$ cat src/rtl/transfer_scheduler_pkg.sv
// Shared types and constants for the two-channel burst scheduler.
package transfer_scheduler_pkg;

    // Engine sequencing states of the shared copy engine.
    typedef enum logic [1:0] {
        IDLE      = 2'd0,
        ISSUE     = 2'd1,
        WAIT_DROP = 2'd2,
        WAIT_DONE = 2'd3
    } state_t;

    // Largest burst the engine accepts, and the width that holds 1..MAX_BURST.
    localparam int MAX_BURST = 256;
    localparam int LEN_W     = 9;

    // Channel indices, also used as the grant encoding.
    localparam logic CH0 = 1'b0;
    localparam logic CH1 = 1'b1;

endpackage

$ cat src/rtl/scheduler_channel.sv
// Per-channel transfer bookkeeping: captures a request, splits it into
// bursts, advances the addresses after each issued burst and signals completion.
module scheduler_channel
    import transfer_scheduler_pkg::*;
#(
    parameter int REG_W  = 32,
    parameter int ADDR_W = 32,
    parameter int DATA_W = 32
) (
    input  logic              aclk,
    input  logic              aresetn,
    input  logic              start,
    input  logic [REG_W-1:0]  transfer_size,
    input  logic [REG_W-1:0]  burst_size,
    input  logic [REG_W-1:0]  write_address,
    input  logic [REG_W-1:0]  read_address,
    input  logic              write_coherent,
    input  logic              read_coherent,
    input  logic              issue,
    input  logic              finish,
    output logic              busy,
    output logic              done,
    output logic              pending,
    output logic              remaining_zero,
    output logic [LEN_W-1:0]  burst_len,
    output logic [ADDR_W-1:0] write_addr_cur,
    output logic [ADDR_W-1:0] read_addr_cur,
    output logic              write_coh,
    output logic              read_coh
);

    localparam int BYTES_PER_BEAT = DATA_W / 8;

    logic [REG_W-1:0]  remaining;
    logic [LEN_W-1:0]  eff_burst;
    logic [LEN_W-1:0]  burst_clamped;
    logic [ADDR_W-1:0] addr_step;
    logic              zero_size;

    // Clamp the requested burst size into 1..MAX_BURST before capture.
    always_comb begin
        // NOTE: default first so every path assigns and no latch is inferred.
        burst_clamped = burst_size[LEN_W-1:0];
        if (burst_size == '0) begin
            burst_clamped = LEN_W'(1);
        end else if (burst_size > REG_W'(MAX_BURST)) begin
            burst_clamped = LEN_W'(MAX_BURST);
        end
    end

    assign remaining_zero = (remaining == '0);
    assign pending        = busy && !remaining_zero;
    assign burst_len      = (remaining < REG_W'(eff_burst)) ? remaining[LEN_W-1:0] : eff_burst;
    assign addr_step      = ADDR_W'(burst_len) * ADDR_W'(BYTES_PER_BEAT);

    // Capture on start, count down per issued burst, retire on finish.
    always_ff @(posedge aclk or negedge aresetn) begin
        if (!aresetn) begin
            busy           <= 1'b0;
            done           <= 1'b0;
            zero_size      <= 1'b0;
            remaining      <= '0;
            eff_burst      <= '0;
            write_addr_cur <= '0;
            read_addr_cur  <= '0;
            write_coh      <= 1'b0;
            read_coh       <= 1'b0;
        end else begin
            // NOTE: non-blocking assignments keep every register update in the same edge.
            done <= 1'b0;
            if (finish || (busy && zero_size)) begin
                // Completion also blocks a same-cycle start because busy is still high.
                busy      <= 1'b0;
                done      <= 1'b1;
                zero_size <= 1'b0;
            end else if (start && !busy) begin
                busy           <= 1'b1;
                zero_size      <= (transfer_size == '0);
                remaining      <= transfer_size;
                eff_burst      <= burst_clamped;
                write_addr_cur <= write_address[ADDR_W-1:0];
                read_addr_cur  <= read_address[ADDR_W-1:0];
                write_coh      <= write_coherent;
                read_coh       <= read_coherent;
            end else if (issue) begin
                remaining      <= remaining - REG_W'(burst_len);
                write_addr_cur <= write_addr_cur + addr_step;
                read_addr_cur  <= read_addr_cur + addr_step;
            end
        end
    end

endmodule

$ cat src/rtl/transfer_scheduler.sv
// Round-robin burst scheduler sharing one copy engine between two channels.
// Picks a pending channel, latches its burst configuration and walks the
// engine through enable, ready-drop and ready-return.
module transfer_scheduler
    import transfer_scheduler_pkg::*;
#(
    parameter int C_registers_DATA_WIDTH = 32,
    parameter int C_data_ADDR_WIDTH      = 32,
    parameter int C_data_DATA_WIDTH      = 32
) (
    input  logic                              aclk,
    input  logic                              aresetn,
    input  logic                              ch0_start,
    input  logic [C_registers_DATA_WIDTH-1:0] ch0_transfer_size,
    input  logic [C_registers_DATA_WIDTH-1:0] ch0_burst_size,
    input  logic [C_registers_DATA_WIDTH-1:0] ch0_write_address,
    input  logic [C_registers_DATA_WIDTH-1:0] ch0_read_address,
    input  logic                              ch0_write_coherent,
    input  logic                              ch0_read_coherent,
    output logic                              ch0_busy,
    output logic                              ch0_done,
    input  logic                              ch1_start,
    input  logic [C_registers_DATA_WIDTH-1:0] ch1_transfer_size,
    input  logic [C_registers_DATA_WIDTH-1:0] ch1_burst_size,
    input  logic [C_registers_DATA_WIDTH-1:0] ch1_write_address,
    input  logic [C_registers_DATA_WIDTH-1:0] ch1_read_address,
    input  logic                              ch1_write_coherent,
    input  logic                              ch1_read_coherent,
    output logic                              ch1_busy,
    output logic                              ch1_done,
    output logic                              data_enable,
    input  logic                              write_ready,
    input  logic                              read_ready,
    output logic [C_registers_DATA_WIDTH-1:0] burst_length_con,
    output logic [C_registers_DATA_WIDTH-1:0] write_address_con,
    output logic [C_registers_DATA_WIDTH-1:0] read_address_con,
    output logic [C_registers_DATA_WIDTH-1:0] write_coherency_flag_con,
    output logic [C_registers_DATA_WIDTH-1:0] read_coherency_flag_con
);

    localparam int REG_W  = C_registers_DATA_WIDTH;
    localparam int ADDR_W = C_data_ADDR_WIDTH;

    state_t state;
    logic   grant;          // channel granted most recently
    logic   sel;
    logic   engine_idle;
    logic   launch;
    logic   engine_done;

    logic              pending0, pending1;
    logic              rem_zero0, rem_zero1;
    logic              issue0, issue1;
    logic              finish0, finish1;
    logic [LEN_W-1:0]  len0, len1;
    logic [ADDR_W-1:0] wr0, wr1, rd0, rd1;
    logic              wcoh0, wcoh1, rcoh0, rcoh1;

    scheduler_channel #(
        .REG_W (REG_W),
        .ADDR_W(ADDR_W),
        .DATA_W(C_data_DATA_WIDTH)
    ) u_ch0 (
        .aclk          (aclk),
        .aresetn       (aresetn),
        .start         (ch0_start),
        .transfer_size (ch0_transfer_size),
        .burst_size    (ch0_burst_size),
        .write_address (ch0_write_address),
        .read_address  (ch0_read_address),
        .write_coherent(ch0_write_coherent),
        .read_coherent (ch0_read_coherent),
        .issue         (issue0),
        .finish        (finish0),
        .busy          (ch0_busy),
        .done          (ch0_done),
        .pending       (pending0),
        .remaining_zero(rem_zero0),
        .burst_len     (len0),
        .write_addr_cur(wr0),
        .read_addr_cur (rd0),
        .write_coh     (wcoh0),
        .read_coh      (rcoh0)
    );

    scheduler_channel #(
        .REG_W (REG_W),
        .ADDR_W(ADDR_W),
        .DATA_W(C_data_DATA_WIDTH)
    ) u_ch1 (
        .aclk          (aclk),
        .aresetn       (aresetn),
        .start         (ch1_start),
        .transfer_size (ch1_transfer_size),
        .burst_size    (ch1_burst_size),
        .write_address (ch1_write_address),
        .read_address  (ch1_read_address),
        .write_coherent(ch1_write_coherent),
        .read_coherent (ch1_read_coherent),
        .issue         (issue1),
        .finish        (finish1),
        .busy          (ch1_busy),
        .done          (ch1_done),
        .pending       (pending1),
        .remaining_zero(rem_zero1),
        .burst_len     (len1),
        .write_addr_cur(wr1),
        .read_addr_cur (rd1),
        .write_coh     (wcoh1),
        .read_coh      (rcoh1)
    );

    // On a tie the channel not granted last wins; otherwise the lone pending one.
    assign sel         = (pending0 && pending1) ? ~grant : pending1;
    assign engine_idle = write_ready && read_ready;
    assign launch      = (state == IDLE) && (pending0 || pending1) && engine_idle;
    assign engine_done = (state == WAIT_DONE) && engine_idle;

    assign issue0  = launch && (sel == CH0);
    assign issue1  = launch && (sel == CH1);
    assign finish0 = engine_done && (grant == CH0) && rem_zero0;
    assign finish1 = engine_done && (grant == CH1) && rem_zero1;

    // Engine sequencer: latch grant and burst config, pulse enable, track readies.
    always_ff @(posedge aclk or negedge aresetn) begin
        if (!aresetn) begin
            state                    <= IDLE;
            grant                    <= CH1;
            data_enable              <= 1'b0;
            burst_length_con         <= '0;
            write_address_con        <= '0;
            read_address_con         <= '0;
            write_coherency_flag_con <= '0;
            read_coherency_flag_con  <= '0;
        end else begin
            data_enable <= 1'b0;
            case (state)
                IDLE: begin
                    if (launch) begin
                        grant       <= sel;
                        data_enable <= 1'b1;
                        state       <= ISSUE;
                        if (sel == CH1) begin
                            burst_length_con         <= REG_W'(len1);
                            write_address_con        <= REG_W'(wr1);
                            read_address_con         <= REG_W'(rd1);
                            write_coherency_flag_con <= REG_W'(wcoh1);
                            read_coherency_flag_con  <= REG_W'(rcoh1);
                        end else begin
                            burst_length_con         <= REG_W'(len0);
                            write_address_con        <= REG_W'(wr0);
                            read_address_con         <= REG_W'(rd0);
                            write_coherency_flag_con <= REG_W'(wcoh0);
                            read_coherency_flag_con  <= REG_W'(rcoh0);
                        end
                    end
                end
                ISSUE:     state <= WAIT_DROP;
                WAIT_DROP: if (!engine_idle) state <= WAIT_DONE;
                WAIT_DONE: if (engine_idle)  state <= IDLE;
                default:   state <= IDLE;
            endcase
        end
    end

endmodule

$ cat config.mk
export PLATFORM = sky130hd
export DESIGN_NAME = transfer_scheduler
export DESIGN_NICKNAME = d
export VERILOG_FILES = /design/src/rtl/transfer_scheduler_pkg.sv /design/src/rtl/scheduler_channel.sv /design/src/rtl/transfer_scheduler.sv
export SDC_FILE = /design/constraint.sdc
export NUM_CORES = 1
export LEC_CHECK = 0
export ABC_AREA = 1
export CAP_MARGIN = 0
export CORE_UTILIZATION = 30
export DETAILED_ROUTE_END_ITERATION = 10
export PLACE_DENSITY_LB_ADDON = 0.3
export REMOVE_ABC_BUFFERS = 1
export SLEW_MARGIN = 30
export SYNTH_ARGS = -nofsm -noshare
export SYNTH_HDL_FRONTEND = slang
export SYNTH_SLANG_ARGS = --single-unit
$ cat constraint.sdc
create_clock -name aclk -period 6.6 [get_ports aclk]
set_input_delay 1.32 -clock aclk [delete_from_list [all_inputs] [get_ports aclk]]
set_output_delay 1.32 -clock aclk [all_outputs]
set_load 0.01 [all_outputs]
==> results of run 1 <==
-- logic make-up after synthesis --
group | after synthesis
AOI/OAI and AO/OA | 173
xor gates and xnor gates | 33
adders and majority gates | 80
buffers and inverters | 577
DFF | 299
muxes | 1
other | 1
and+or+nand+nor | 2653
-- worst min-delay path by stage --
| stage | slack (ns) | startpoint | end |
|---|---|---|---|
| 2_1_floorplan | 0.44 | u_ch1.remaining[0] | u_ch1.remaining[0] |
| 3_3_place_gp | 0.46 | u_ch1.remaining[0] | u_ch1.remaining[0] |
| 3_5_place_dp | 0.47 | u_ch0.write_addr_cur[1] | u_ch0.write_addr_cur[1] |
| 4_1_cts | 0.48 | u_ch0.write_coh | write_coherency_flag_con[0] |
| 5_1_grt | 0.49 | u_ch1.remaining[0] | u_ch1.remaining[0] |
| 6_report | 0.48 | u_ch0.write_addr_cur[1] | u_ch0.write_addr_cur[1] |
-- state kept, by name (all words and copies together) (netlist names), 2 cells and up --
name                  flops
read_address_con         32
u_ch0.read_addr_cur      32
u_ch0.remaining          32
u_ch0.write_addr_cur     32
u_ch1.read_addr_cur      32
u_ch1.remaining          32
u_ch1.write_addr_cur     32
write_address_con        32
burst_length_con          9
u_ch0.eff_burst           9
u_ch1.eff_burst           9
state                     2
-- per-layer routing --
metal / GRT usage (%) / vias to the layer above / routed length (um)
li1: - / 12508 / -
met1: 30.50 / 11684 / 41160
met2: 36.44 / 776 / 41330
met3: 4.039 / 102 / 6073
met4: 5.489 / 10 / 2089
met5: 0 / - / 69
-- cells in the final DEF (no fill, tap or decap), types with 5 or more instances in the layout --
cell             netlist  layout
nand2_2                6      11
clkinv_2               0      10
o211ai_1              30      30
nand2_1             1730    1725
nand3_1              488     488
ha_1                  74      74
a31oi_1                6       6
conb_1                 1      85
a21oi_1               36      36
nor3_1                29      29
o21ai_0               86      86
nand3b_1              22      22
inv_1                361     360
and2_1                 6       6
clkbuf_16              0      43
clkdlybuf4s50_1        0     344
xor2_1                10      10
nor4_1                18      18
buf_4                 93      15
nand4_1               66      66
xnor2_1               23      23
or2_2                 21      21
clkbuf_8               0      11
inv_2                  6       5
dfrtp_1              298     298
nor2_1               252     252
fa_1                   6       6
clkbuf_1              57       7
-- worst max-delay path, stage by stage (launching register included) --
cell     delay (ns)
dfrtp_1        0.41
nor2_1         0.18
nand2_1        0.13
nor2_2         0.16
nand2_2        0.16
nor4_4         0.50
nand2_2        0.24
nand2_1        0.13
and2_1         0.34
ha_1           0.27
inv_1          0.07
fa_1           0.40
inv_1          0.10
nand3_1        0.08
nand3_1        0.21
nand3_1        0.14
nand3_1        0.32
nand3_1        0.12
nand2_1        0.08
nand3_1        0.06
nand2_1        0.09
nand2_1        0.05
nand2_1        0.09
-- where the power goes --
| part | total, W | switching (W) | internal, W |
|---|---|---|---|
| combinational | 0.00500 | 0.00310 | 0.00190 |
| clock | 0.00235 | 0.000923 | 0.00143 |
| sequential | 0.00337 | 0.000873 | 0.00249 |
| total | 0.0107 | 0.00489 | 0.00582 |
-- per-stage QoR --
stage	hold slack [ns]	worst slack [ns]
final	0.4763	2.212
after global routing	0.4930	1.853
after CTS	0.4791	2.247
after detailed placement	0.4666	2.000
after global placement	0.4571	1.993
after floorplan	0.4419	0.9627
-- final cells by class --
type / instances / area, um^2 / area share, %
Antenna cell: 1 / 2.502 / 0.008647
Multi-Input combinational cell: 3025 / 13750 / 47.51
Tap cell: 1040 / 1301 / 4.496
Sequential cell: 299 / 7483 / 25.86
Timing Repair Buffer: 364 / 3625 / 12.52
Inverter: 367 / 1380 / 4.769
Clock buffer: 61 / 1254 / 4.332
Clock inverter: 13 / 146.4 / 0.5058
==> flow_summary.ini, run 1 <==
[status]
status = finished, final reports clean

[floorplanning]
pin_count = 431
num_rows = 102
die_area_mm2 = 0.07962
die_y_um = 282.2
start_util_pct = 30.35
die_x_um = 282.2
core_mm2 = 0.07759

[detailed_routing]
detail-route-antenna-nets = 0
drtIter0Drc = 2060
vias = 25080
vias_per_cell = 4.851
first_pass_iters = 6
routedWlPerCell_um = 17.55
drc_errors = 0
wl_um = 90730

[synth]
ys.flop_type = dfrtp_1
synth.avg_cell_area_um2 = 6.169
synth_fa_ha_area_share_pct = 4.442
yosys-top-cells-area = dfrtp_1, nand2_1, nand3_1
synth_area_leader_cell = dfrtp_1
synthCells = 3817
yosys.area.top_type_share_pct = 31.67
seq_area_frac_synth_pct = 31.78
synth.mux.area_fraction_pct = 0.04251
ys_ff_latch = 299
synth_xor_area_share_pct = 1.227
yosysMostFrequentCell = nand2_1
ys_warn_count = 0
synth_cell_types = 45
synth-compound-area-share_pct = 4.192
synth.cell_area_mm2 = 0.02355
synth-edff-count = 0
synth_top_family_by_area = simple AND/OR/NAND/NOR gates
async_flop_share_pct = 100.0
synth_common_cells = nand2_1, nand3_1, inv_1
synthSimpleGateAreaFrac_pct = 47.04

[cells_and_area]
drive_gt1_share_pct = 3.415
fill_cells = 8559
syn2layout_area_growth_pct = 22.89
utilization_pct = 37.30
final_area_mm2 = 0.02894
final_nets = 4444
final_cells = 5170

[pwr]
p_leak_nw = 14.82
power.density_mw_per_mm2 = 370.1
power.total_w = 0.01071
ir_worst_vdd_mv = 0.1662

[timing]
worst_pin_slew_ns = 1.007
setup_viol = 0
finalMaxSlewViolations = 0
clock.fmax_mhz = 227.9
hold_violations = 0
min_period_ns = 4.388
rsz0062_at_grt = no
finClkSkew_ns = 0.02305
max-slew-margin-rel_pct = 32.89
tns_ns = 0
min_period_over_period_pct = 66.48

[placement]
placedCellCount = 5095
gp_congestion = 0.9248
dpl_cell_area_mm2 = 0.02753
port_buffers = 345
dpl.hpwl_um = 68270

[clock_tree]
post_cts_resize_count = 0
cts.sinks = 299
post_cts_buffers = 0
tritoncts = done
clock_latency_ns = 0.58
cts_buffers = 41
ctsHtreeMaxLevel = 2
clkTransAtPathRegs_ns = 0.06
clock-root-buffer = clkbuf_16
holdBufCountCts = 0
clk_path_buf_depth = 3

[worst_setup_path]
crit_path_start = u_ch1.remaining[23]
endpoint_kind = flop
cp_max_fo = 10
r2r-end = u_ch1.write_addr_cur[26]
r2r-start = u_ch1.remaining[23]
cp.required_ns = 7.11
crit_type = reg2reg
worstRegToRegCells = 22
worstSetupStartpointType = flop
crit_arrival_ns = 4.90
worstSetupEndpoint = u_ch1.write_addr_cur[26]
rrSetupSlack_ns = 2.21

[worst_hold_path]
whs_path_depth = 2
holdCritPathClass = reg2reg

[global_routing]
grt_pass1_wl_um = 137400
antenna_found_initial = 7
grt_max_degree = 135
track_usage_pct = 22.39
grt_pass1_vias = 23140
overflow = 0

[flow_run]
drv_cap = 0
(Power assumes the default switching activity.)
==> run 2, diff against run 1 <==
==> constraint.sdc (replaced) <==
create_clock -name aclk -period 3.9 [get_ports aclk]
set_input_delay 0.78 -clock aclk [delete_from_list [all_inputs] [get_ports aclk]]
set_output_delay 0.78 -clock aclk [all_outputs]
set_load 0.01 [all_outputs]
==> run 2 against run 1 <==
Power grew 71%. Die area unchanged. Final cell count is 0.74% higher. Maximum frequency rose by 21%. Combinational power increased by 78%. Hold slack worse by 0.18 ns. Critical path type unchanged. Critical endpoint is now u_ch0.write_addr_cur[27]. Largest power group unchanged.
==> flow_summary.ini, run 2 (synthesis results as in run 1) <==
[timing]
min_period_ns = 3.628
tns_ns = 0
min_period_over_period_pct = 93.02
layout_setup_ws_ns = 0.2722
clock.fmax_mhz = 275.7
hold_ws_ns = 0.2953
hold_violations = 0
finalMaxSlewViolations = 0
max-slew-margin-rel_pct = 32.76
setup_viol = 0
finClkSkew_ns = 0.02854
worst_pin_slew_ns = 1.009

[placement]
dpl.hpwl_um = 69550
place_ws_ns = 0.1691
gp_congestion = 0.9560
port_buffers = 345
dpl_cell_area_mm2 = 0.02789

[detailed_routing]
vias_per_cell = 4.811
vias = 25058
drtIter0Drc = 1898
drc_errors = 0
detail-route-antenna-nets = 0
first_pass_iters = 5
routedWlPerCell_um = 17.56
wl_um = 91470

[pwr]
power.internal_w = 0.009940
pwr-share-clk_pct = 20.9
power.total_w = 0.01834
p_comb_share_pct = 48.4
power.density_mw_per_mm2 = 622.7
swShare_pct = 45.82
switchingPower_w = 0.008405
ir_worst_vdd_mv = 0.3651
p_leak_nw = 15.03
p_seq_share_pct = 30.7

[worst_setup_path]
worst_path_max_delay_cell = ha_2
worst_path_largest_cell_delay_ns = 0.48
crit_arrival_ns = 4.13
crit_type = reg2reg
path_common_cell = nand2_1
path_cells = nor2_2, nand2_1, nor2_1, nand2_1, nor4_4, buf_4, nand2_1, buf_4, nand2_1, nand2_1, ha_2, nand2_1, nor2_1, nand2_1, nand3_1, nand2_1, nand2_1, nand2_1, nand2_1, nand3_1, nand2_1, nand3_1, nand2_1
critPathTopFamily = simple AND/OR/NAND/NOR gates
cp.required_ns = 4.41
endpoint_kind = flop
cp.buffers_inverters = 2
worstSetupStartpointType = flop
cp_max_fo = 7

[global_routing]
antenna_found_initial = 9
track_usage_pct = 22.79
grt_pass1_vias = 23521
grt_max_degree = 111
overflow = 0
grt_pass1_wl_um = 139900

[cells_and_area]
fill_cells = 8504
mostFrequentLayoutCell = nand2_1
multi_input_area_mm2 = 0.01395
drive_gt1_share_pct = 5.211
final_nets = 4479
final_cell_mix = nand2_1, nand3_1, inv_1
final_area_mm2 = 0.02946
syn2layout_area_growth_pct = 25.11
seq_area_mm2 = 0.007486

[floorplanning]
num_rows = 102
die_area_mm2 = 0.07962
start_util_pct = 30.35
die_y_um = 282.2
pin_count = 431
die_x_um = 282.2
core_mm2 = 0.07759

[clock_tree]
clk_path_buf_depth = 3
cts.sinks = 299
cts_buffers = 39
clock-root-buffer = clkbuf_16
clkTransAtPathRegs_ns = 0.06
ctsHtreeMaxLevel = 2
holdBufCountCts = 0
clock_latency_ns = 0.58
tritoncts = done

[flow_run]
drv_cap = 0

[worst_hold_path]
holdCritPathClass = in2async

[status]
status = finished, final reports clean
run 2: power groups by stage:
stage	combinational, W	clock, W	sequential [W]
5_1_grt	0.0101	0.00403	0.00577
6_report	0.00889	0.00383	0.00563
3_3_place_gp	0.00868	0	0.00561
2_1_floorplan	0.00561	0	0.00525
4_1_cts	0.00876	0.00391	0.00559
3_5_place_dp	0.00871	0	0.00562
run 2: timing repair:
action,CTS,global route
endpoints found under the hold margin,0,0
setup endpoints to repair,0,89
setup buffers,0,4
gates resized for setup,0,47
run 2: layer usage:
layer / up-vias / track usage (%) / routed length (um)
met5: - / 0 / 92
met4: 12 / 6.930 / 2609
met3: 118 / 4.179 / 6016
met2: 740 / 36.74 / 41620
met1: 11639 / 30.80 / 41140
li1: 12549 / - / -
run 2: worst paths after layout:
kind                                         start                        to  cells past startpoint  slack [ns]
max reg2reg                    u_ch0.remaining[16]  u_ch0.write_addr_cur[27]                     23        0.27
min reg2reg                u_ch0.write_addr_cur[1]   u_ch0.write_addr_cur[1]                      2        0.48
min                                        aresetn   u_ch1.read_addr_cur[28]                      1        0.30
max                            u_ch0.remaining[16]  u_ch0.write_addr_cur[27]                     23        0.27
max in group asynchronous                  aresetn       u_ch1.remaining[23]                      2        2.71
min in group aclk          u_ch0.write_addr_cur[1]   u_ch0.write_addr_cur[1]                      2        0.48
run 2: final cells by class:
cell class                 count  share of cell area [%]
clock inverter                21                  0.8876
tap                         1040                   4.417
sequential                   299                   25.41
antenna                        4                 0.03397
clock buffer                  51                   3.601
inverter                     367                   4.697
multi-input combinational   3025                   47.36
timing repair buffer         401                   13.59
run 2: through the flow:
stage | cells | utilization [%]
6_report | 5208 | 37.97
5_1_grt | 5206 | 37.96
4_1_cts | 5200 | 37.64
3_5_place_dp | 5128 | 35.94
3_3_place_gp | 5128 | 35.94
2_1_floorplan | 3691 | -
